## config.mk

```make
export PLATFORM = sky130hd
export DESIGN_NAME = huffman_decoder
export DESIGN_NICKNAME = d
export VERILOG_FILES = /design/src/rtl/huffman_pkg.sv /design/src/rtl/huffman_match.sv /design/src/rtl/huffman_decoder.sv
export SDC_FILE = /design/constraint.sdc
export NUM_CORES = 1
export LEC_CHECK = 0
export CAP_MARGIN = 30
export CORE_ASPECT_RATIO = 1.1
export CORE_MARGIN = 2
export CORE_UTILIZATION = 60
export DETAILED_ROUTE_END_ITERATION = 12
export DONT_BUFFER_PORTS = 1
export PLACE_DENSITY_LB_ADDON = 0.3
export SYNTH_ARGS = -nofsm -noshare
export SYNTH_HDL_FRONTEND = slang
export SYNTH_SLANG_ARGS = --single-unit
```

## constraint.sdc

```tcl
create_clock -name clk -period 2.7 [get_ports clk]
set_input_delay 0.135 -clock clk [delete_from_list [all_inputs] [get_ports clk]]
set_output_delay 0.135 -clock clk [all_outputs]
set_load 0.1 [all_outputs]
```

## src/rtl/huffman_pkg.sv

```systemverilog
// Shared sizes, state encoding and helpers for the Huffman encoder/decoder pair.
package huffman_pkg;

  localparam int NUM_SYM = 6;
  localparam int CODE_W  = 8;
  localparam int SYM_W   = 3;

  typedef enum logic {
    EMPTY  = 1'b0,
    DECODE = 1'b1
  } state_e;

  function automatic logic [3:0] popcount(input logic [CODE_W-1:0] v);
    logic [3:0] n;
    n = '0;
    for (int i = 0; i < CODE_W; i++) n = n + {3'b000, v[i]};
    return n;
  endfunction

endpackage

```

## src/rtl/huffman_match.sv

```systemverilog
// Compares the candidate accumulator against one (HC, M, L) table entry.
module huffman_match
  import huffman_pkg::*;
(
  input  logic [CODE_W-1:0] nacc_i,
  input  logic [3:0]        nlen_i,
  input  logic [CODE_W-1:0] hc_i,
  input  logic [CODE_W-1:0] m_i,
  input  logic [3:0]        l_i,
  output logic              hit_o
);

  assign hit_o = (m_i != '0) && (nlen_i == l_i) && ((nacc_i & m_i) == (hc_i & m_i));

endmodule

```

## src/rtl/huffman_decoder.sv

```systemverilog
// Serial Huffman bitstream decoder driven by the encoder's HC/M code table.
// Optional per-symbol decode counters when HUFFDEC_CNT_EN is defined.
module huffman_decoder
  import huffman_pkg::*;
(
  input  logic             clk,
  input  logic             reset,
  input  logic             code_valid,
  input  logic [7:0]       HC1,
  input  logic [7:0]       HC2,
  input  logic [7:0]       HC3,
  input  logic [7:0]       HC4,
  input  logic [7:0]       HC5,
  input  logic [7:0]       HC6,
  input  logic [7:0]       M1,
  input  logic [7:0]       M2,
  input  logic [7:0]       M3,
  input  logic [7:0]       M4,
  input  logic [7:0]       M5,
  input  logic [7:0]       M6,
  input  logic             bit_valid,
  input  logic             bit_data,
  output logic             bit_ready,
  output logic             sym_valid,
  output logic [SYM_W-1:0] sym_data,
  output logic             err
`ifdef HUFFDEC_CNT_EN
  ,
  output logic [7:0]       dcnt1,
  output logic [7:0]       dcnt2,
  output logic [7:0]       dcnt3,
  output logic [7:0]       dcnt4,
  output logic [7:0]       dcnt5,
  output logic [7:0]       dcnt6
`endif
);

  state_e            state_q, state_d;
  logic [CODE_W-1:0] hc_q [NUM_SYM];
  logic [CODE_W-1:0] m_q  [NUM_SYM];
  logic [3:0]        l_q  [NUM_SYM];
  logic [CODE_W-1:0] hc_in [NUM_SYM];
  logic [CODE_W-1:0] m_in  [NUM_SYM];
  logic [CODE_W-1:0] acc_q, acc_d, nacc;
  logic [3:0]        len_q, len_d, nlen;
  logic              sym_valid_q, sym_valid_d;
  logic [SYM_W-1:0]  sym_data_q, sym_data_d;
  logic              err_q, err_d;
  logic [NUM_SYM-1:0] hit;
  logic              any_hit;
  logic [SYM_W-1:0]  sym_sel;

  assign hc_in = '{HC1, HC2, HC3, HC4, HC5, HC6};
  assign m_in  = '{M1, M2, M3, M4, M5, M6};

  assign nacc = {acc_q[CODE_W-2:0], bit_data};
  assign nlen = len_q + 4'd1;

  for (genvar g = 0; g < NUM_SYM; g++) begin : g_match
    huffman_match u_match (
      .nacc_i (nacc),
      .nlen_i (nlen),
      .hc_i   (hc_q[g]),
      .m_i    (m_q[g]),
      .l_i    (l_q[g]),
      .hit_o  (hit[g])
    );
  end

  // Descending scan so the lowest-index hit is the last one written.
  always_comb begin
    any_hit = 1'b0;
    sym_sel = '0;
    for (int i = NUM_SYM - 1; i >= 0; i--) begin
      if (hit[i]) begin
        any_hit = 1'b1;
        sym_sel = SYM_W'(i + 1);
      end
    end
  end

  always_comb begin
    state_d     = state_q;
    acc_d       = acc_q;
    len_d       = len_q;
    sym_valid_d = 1'b0;
    sym_data_d  = sym_data_q;
    err_d       = 1'b0;
    case (state_q)
      EMPTY: begin
        if (code_valid) begin
          state_d = DECODE;
          acc_d   = '0;
          len_d   = '0;
        end
      end
      DECODE: begin
        if (code_valid) begin
          acc_d = '0;
          len_d = '0;
        end else if (bit_valid) begin
          if (any_hit) begin
            sym_valid_d = 1'b1;
            sym_data_d  = sym_sel;
            acc_d       = '0;
            len_d       = '0;
          end else if (nlen == 4'(CODE_W)) begin
            err_d = 1'b1;
            acc_d = '0;
            len_d = '0;
          end else begin
            acc_d = nacc;
            len_d = nlen;
          end
        end
      end
    endcase
  end

  always_ff @(posedge clk or negedge reset) begin
    if (!reset) begin
      state_q     <= EMPTY;
      acc_q       <= '0;
      len_q       <= '0;
      sym_valid_q <= 1'b0;
      sym_data_q  <= '0;
      err_q       <= 1'b0;
    end else begin
      state_q     <= state_d;
      acc_q       <= acc_d;
      len_q       <= len_d;
      sym_valid_q <= sym_valid_d;
      sym_data_q  <= sym_data_d;
      err_q       <= err_d;
    end
  end

  always_ff @(posedge clk or negedge reset) begin
    if (!reset) begin
      for (int i = 0; i < NUM_SYM; i++) begin
        hc_q[i] <= '0;
        m_q[i]  <= '0;
        l_q[i]  <= '0;
      end
    end else if (code_valid) begin
      for (int i = 0; i < NUM_SYM; i++) begin
        hc_q[i] <= hc_in[i];
        m_q[i]  <= m_in[i];
        l_q[i]  <= popcount(m_in[i]);
      end
    end
  end

  assign bit_ready = (state_q == DECODE);
  assign sym_valid = sym_valid_q;
  assign sym_data  = sym_data_q;
  assign err       = err_q;

`ifdef HUFFDEC_CNT_EN
  logic [7:0] cnt_q [NUM_SYM];

  for (genvar g = 0; g < NUM_SYM; g++) begin : g_cnt
    always_ff @(posedge clk or negedge reset) begin
      if (!reset) begin
        cnt_q[g] <= '0;
      end else if (code_valid) begin
        cnt_q[g] <= '0;
      end else if (sym_valid_d && (sym_data_d == SYM_W'(g + 1)) && (cnt_q[g] != 8'hFF)) begin
        cnt_q[g] <= cnt_q[g] + 8'd1;
      end
    end
  end

  assign dcnt1 = cnt_q[0];
  assign dcnt2 = cnt_q[1];
  assign dcnt3 = cnt_q[2];
  assign dcnt4 = cnt_q[3];
  assign dcnt5 = cnt_q[4];
  assign dcnt6 = cnt_q[5];
`endif

endmodule

```

==> reports/metrics.cfg <==
[status]
outcome = complete, but fails checks
violations = negative hold slack

[cells_and_area]
fillCellCount = 686
final_common_cell = dlygate4sd3_1
multi_input_area_sq_um = 3650
final_cells = 943
drive_gt1_share_pct = 10.9
final_cell_mix = 156 x dlygate4sd3_1, 137 x dfrtp_1, 105 x mux2_1
syn2layout_area_growth_pct = 32.5
n_antenna_cell = 0
regArea_sq_um = 3430
post-route-util_pct = 81.5
final_nets = 920

[die]
die_area_sq_um = 13300
boundaryPins = 107
start_util_pct = 61.5
die_h_microns = 121
rows = 42
dieWidth_microns = 110
core-area_sq_um = 12100

[clocking]
ctsHoldBuffers = 157
clk_pin_slew_worst_paths_ns = 0.06
cts-buffers-inserted = 17
clk_path_buf_depth = 2
htree_levels = 4
cts_tree = yes
clk_latency_ns = 0.43
cts_root_buf = clkbuf_16
cts.sinks = 137

[power]
sequentialPowerShare_pct = 39.0
intPower_mw = 4.73
power_frac_clock_pct = 35.3
pwr-share-comb_pct = 25.7
ir_worst_vdd_mv = 0.483
power_leakage_nw = 4.44
p_sw_mw = 2.00
swShare_pct = 29.7
finalPower_mw = 6.73
power_density_nw_per_um2 = 683

[setup_path]
cp.arrival_ns = 2.87
critPathKind = reg2reg
cp_max_fo = 11
r2r_start = len_q[1]
regToRegSetupSlack_ns = 0.15
cp-end-kind = flip-flop
critPathMaxStageDelay_ns = 0.44
worstRegToRegCells = 9
startpoint_type = flip-flop
required_ns = 3.02
crit_chain = ha_2 -> buf_4 -> xor2_1 -> a211oi_1 -> nand4_1 -> nor3_2 -> nor3_2 -> nand3_4 -> o31ai_1
cp_common_cell = nor3_2
cp_slowest_cell = ha_2
cp_top_family = simple AND/OR/NAND/NOR gates
reg2reg_to = len_q[0]
crit_buf_inv = 1

[sta]
hold_viol = 137
worst_hold_slack_ns = -0.594
fmax_mhz = 393
max-slew-margin-rel_pct = 38.2
worst_slew_pin_slew_ns = 0.927
setup_viol = 0
tns_ns = 0
slew_viol_final = 0
final.period_utilization_pct = 94.3
clock_skew_ns = 0.0105
final.min_clock_period_ns = 2.55

[global_route]
antenna_found_initial = 0
grt_overflow_total = 0
first_global_vias = 5886
grt_pass1_wl_microns = 30600
grt_usage_pct = 31.3
grt_start_max_net_pins = 138

[route]
drc_errors = 0
ant_nets = 0
drtPass1Iterations = 4
drt_iter0_markers = 291
post_drt_wl_per_cell_microns = 20.2
num_vias = 5211
via_per_inst = 5.53
wl_microns = 19000

[place]
dp_cells = 754
io_buffer_count = 0
gp_routability_congestion = 0.853
hpwl_microns = 11100

[yosys]
synth_area_leaders = dfrtp_1 46%, mux2_1 16%, xor2_1 6.7%
yosys.area.top_type = dfrtp_1
synth_cell_types = 51
yosys.area.top_type_share_pct = 46.1
ys_warn_count = 0
synth_edf_count = 0
synth.avg_cell_area_sq_um = 12.2
syn_inst = 612
syn_area_sq_um = 7440
synth_seq_area_share_pct = 46.1
synthFlopType = dfrtp_1
synth_fp_nets = 756
async_reset_ff_share_pct = 100
synth-seq-cells = 137

[job]
maxCapViolations = 0

[worst_hold_path]
hold_path_class = in2async

## metal layers
metal	wire [microns]	share of wire (%)	vias to the layer above	global-route usage, %
li1	-	-	2399	-
met1	7740	41	2661	37.9
met2	10200	53	113	55.3
met3	645	3.4	38	5.34
met4	495	2.6	0	11.6
met5	0	0	-	0
## power by group through the flow
stage / Sequential (mW) / Clock [mW] / Combinational (mW)
2_1_floorplan: 2.72 / 0 / 1.01
3_3_place_gp: 2.63 / 0 / 1.33
3_5_place_dp: 2.65 / 0 / 1.39
4_1_cts: 2.62 / 2.38 / 1.70
5_1_grt: 2.66 / 2.48 / 1.90
6_report: 2.63 / 2.37 / 1.73
## kinds of logic after synthesis
group | synth area share, %
compound gates | 6.66
mux | 16.7
flops | 46.1
buf+inv | 5.35
xor+xnor | 10.1
simple gates | 5.43
fa+ha+maj | 9.66
## registers in the layout, summed over array words and instances, names as in the netlist
name,count
len_q,4
sym_valid,1
m_q,48
bit_ready,1
acc_q,7
sym_data,3
hc_q,48
err,1
l_q,24
## layout make-up
type | count | share of cell area [%]
well taps | 154 | 1.96
clock buffers | 19 | 4.60
flip-flops and latches | 137 | 34.8
inverters | 69 | 2.63
multi-input cells | 377 | 37.1
clock inverters | 13 | 1.54
repair buffers | 174 | 17.4
## synthesized netlist by cell type, types with 2 or more instances
cell type	number
nand4_1	6
xnor2_1	22
mux2i_1	4
nand2_1	32
o21bai_1	2
nor2_1	10
a211oi_1	4
xor2_1	57
nand3_2	2
dfrtp_1	137
a21oi_1	10
nor4_1	12
nor3_1	2
buf_2	9
o21ai_2	8
ha_1	19
buf_1	11
inv_1	69
fa_1	24
nor2b_1	2
mux2_1	107
clkbuf_1	6
nor3_2	2
a22oi_1	22
buf_6	2
o22ai_1	6
## repair_timing
action / CTS / global route
setup buffers: 0 / 0
hold endpoints to repair: 259 / 137
gates resized for setup: 1 / 2
endpoints found under the setup margin: 1 / 6
cloned: 0 / 0
pin swaps: 0 / 1
## through the flow
step                      cell area, sq um  setup WS (ns)
final                                 9850          0.153
after global placement                7650        -0.0476
after detailed placement              7650         -0.143
after CTS                             9850         0.0951
after global routing                  9850       -0.00249
after floorplan                       7460        -0.0131
## how the worst max path moves through the flow
stage	start	end	slack, ns	cells after the start
floorplan	M5[0]	l_q[6]	-0.01	10
global placement	M5[0]	l_q[6]	-0.05	10
detailed placement	M4[0]	l_q[10]	-0.14	10
CTS	len_q[1]	len_q[0]	0.1	9
global route	len_q[1]	len_q[0]	-0.002	9
finish	len_q[1]	len_q[0]	0.15	9
Note: power is estimated with default switching activity, not from simulation.
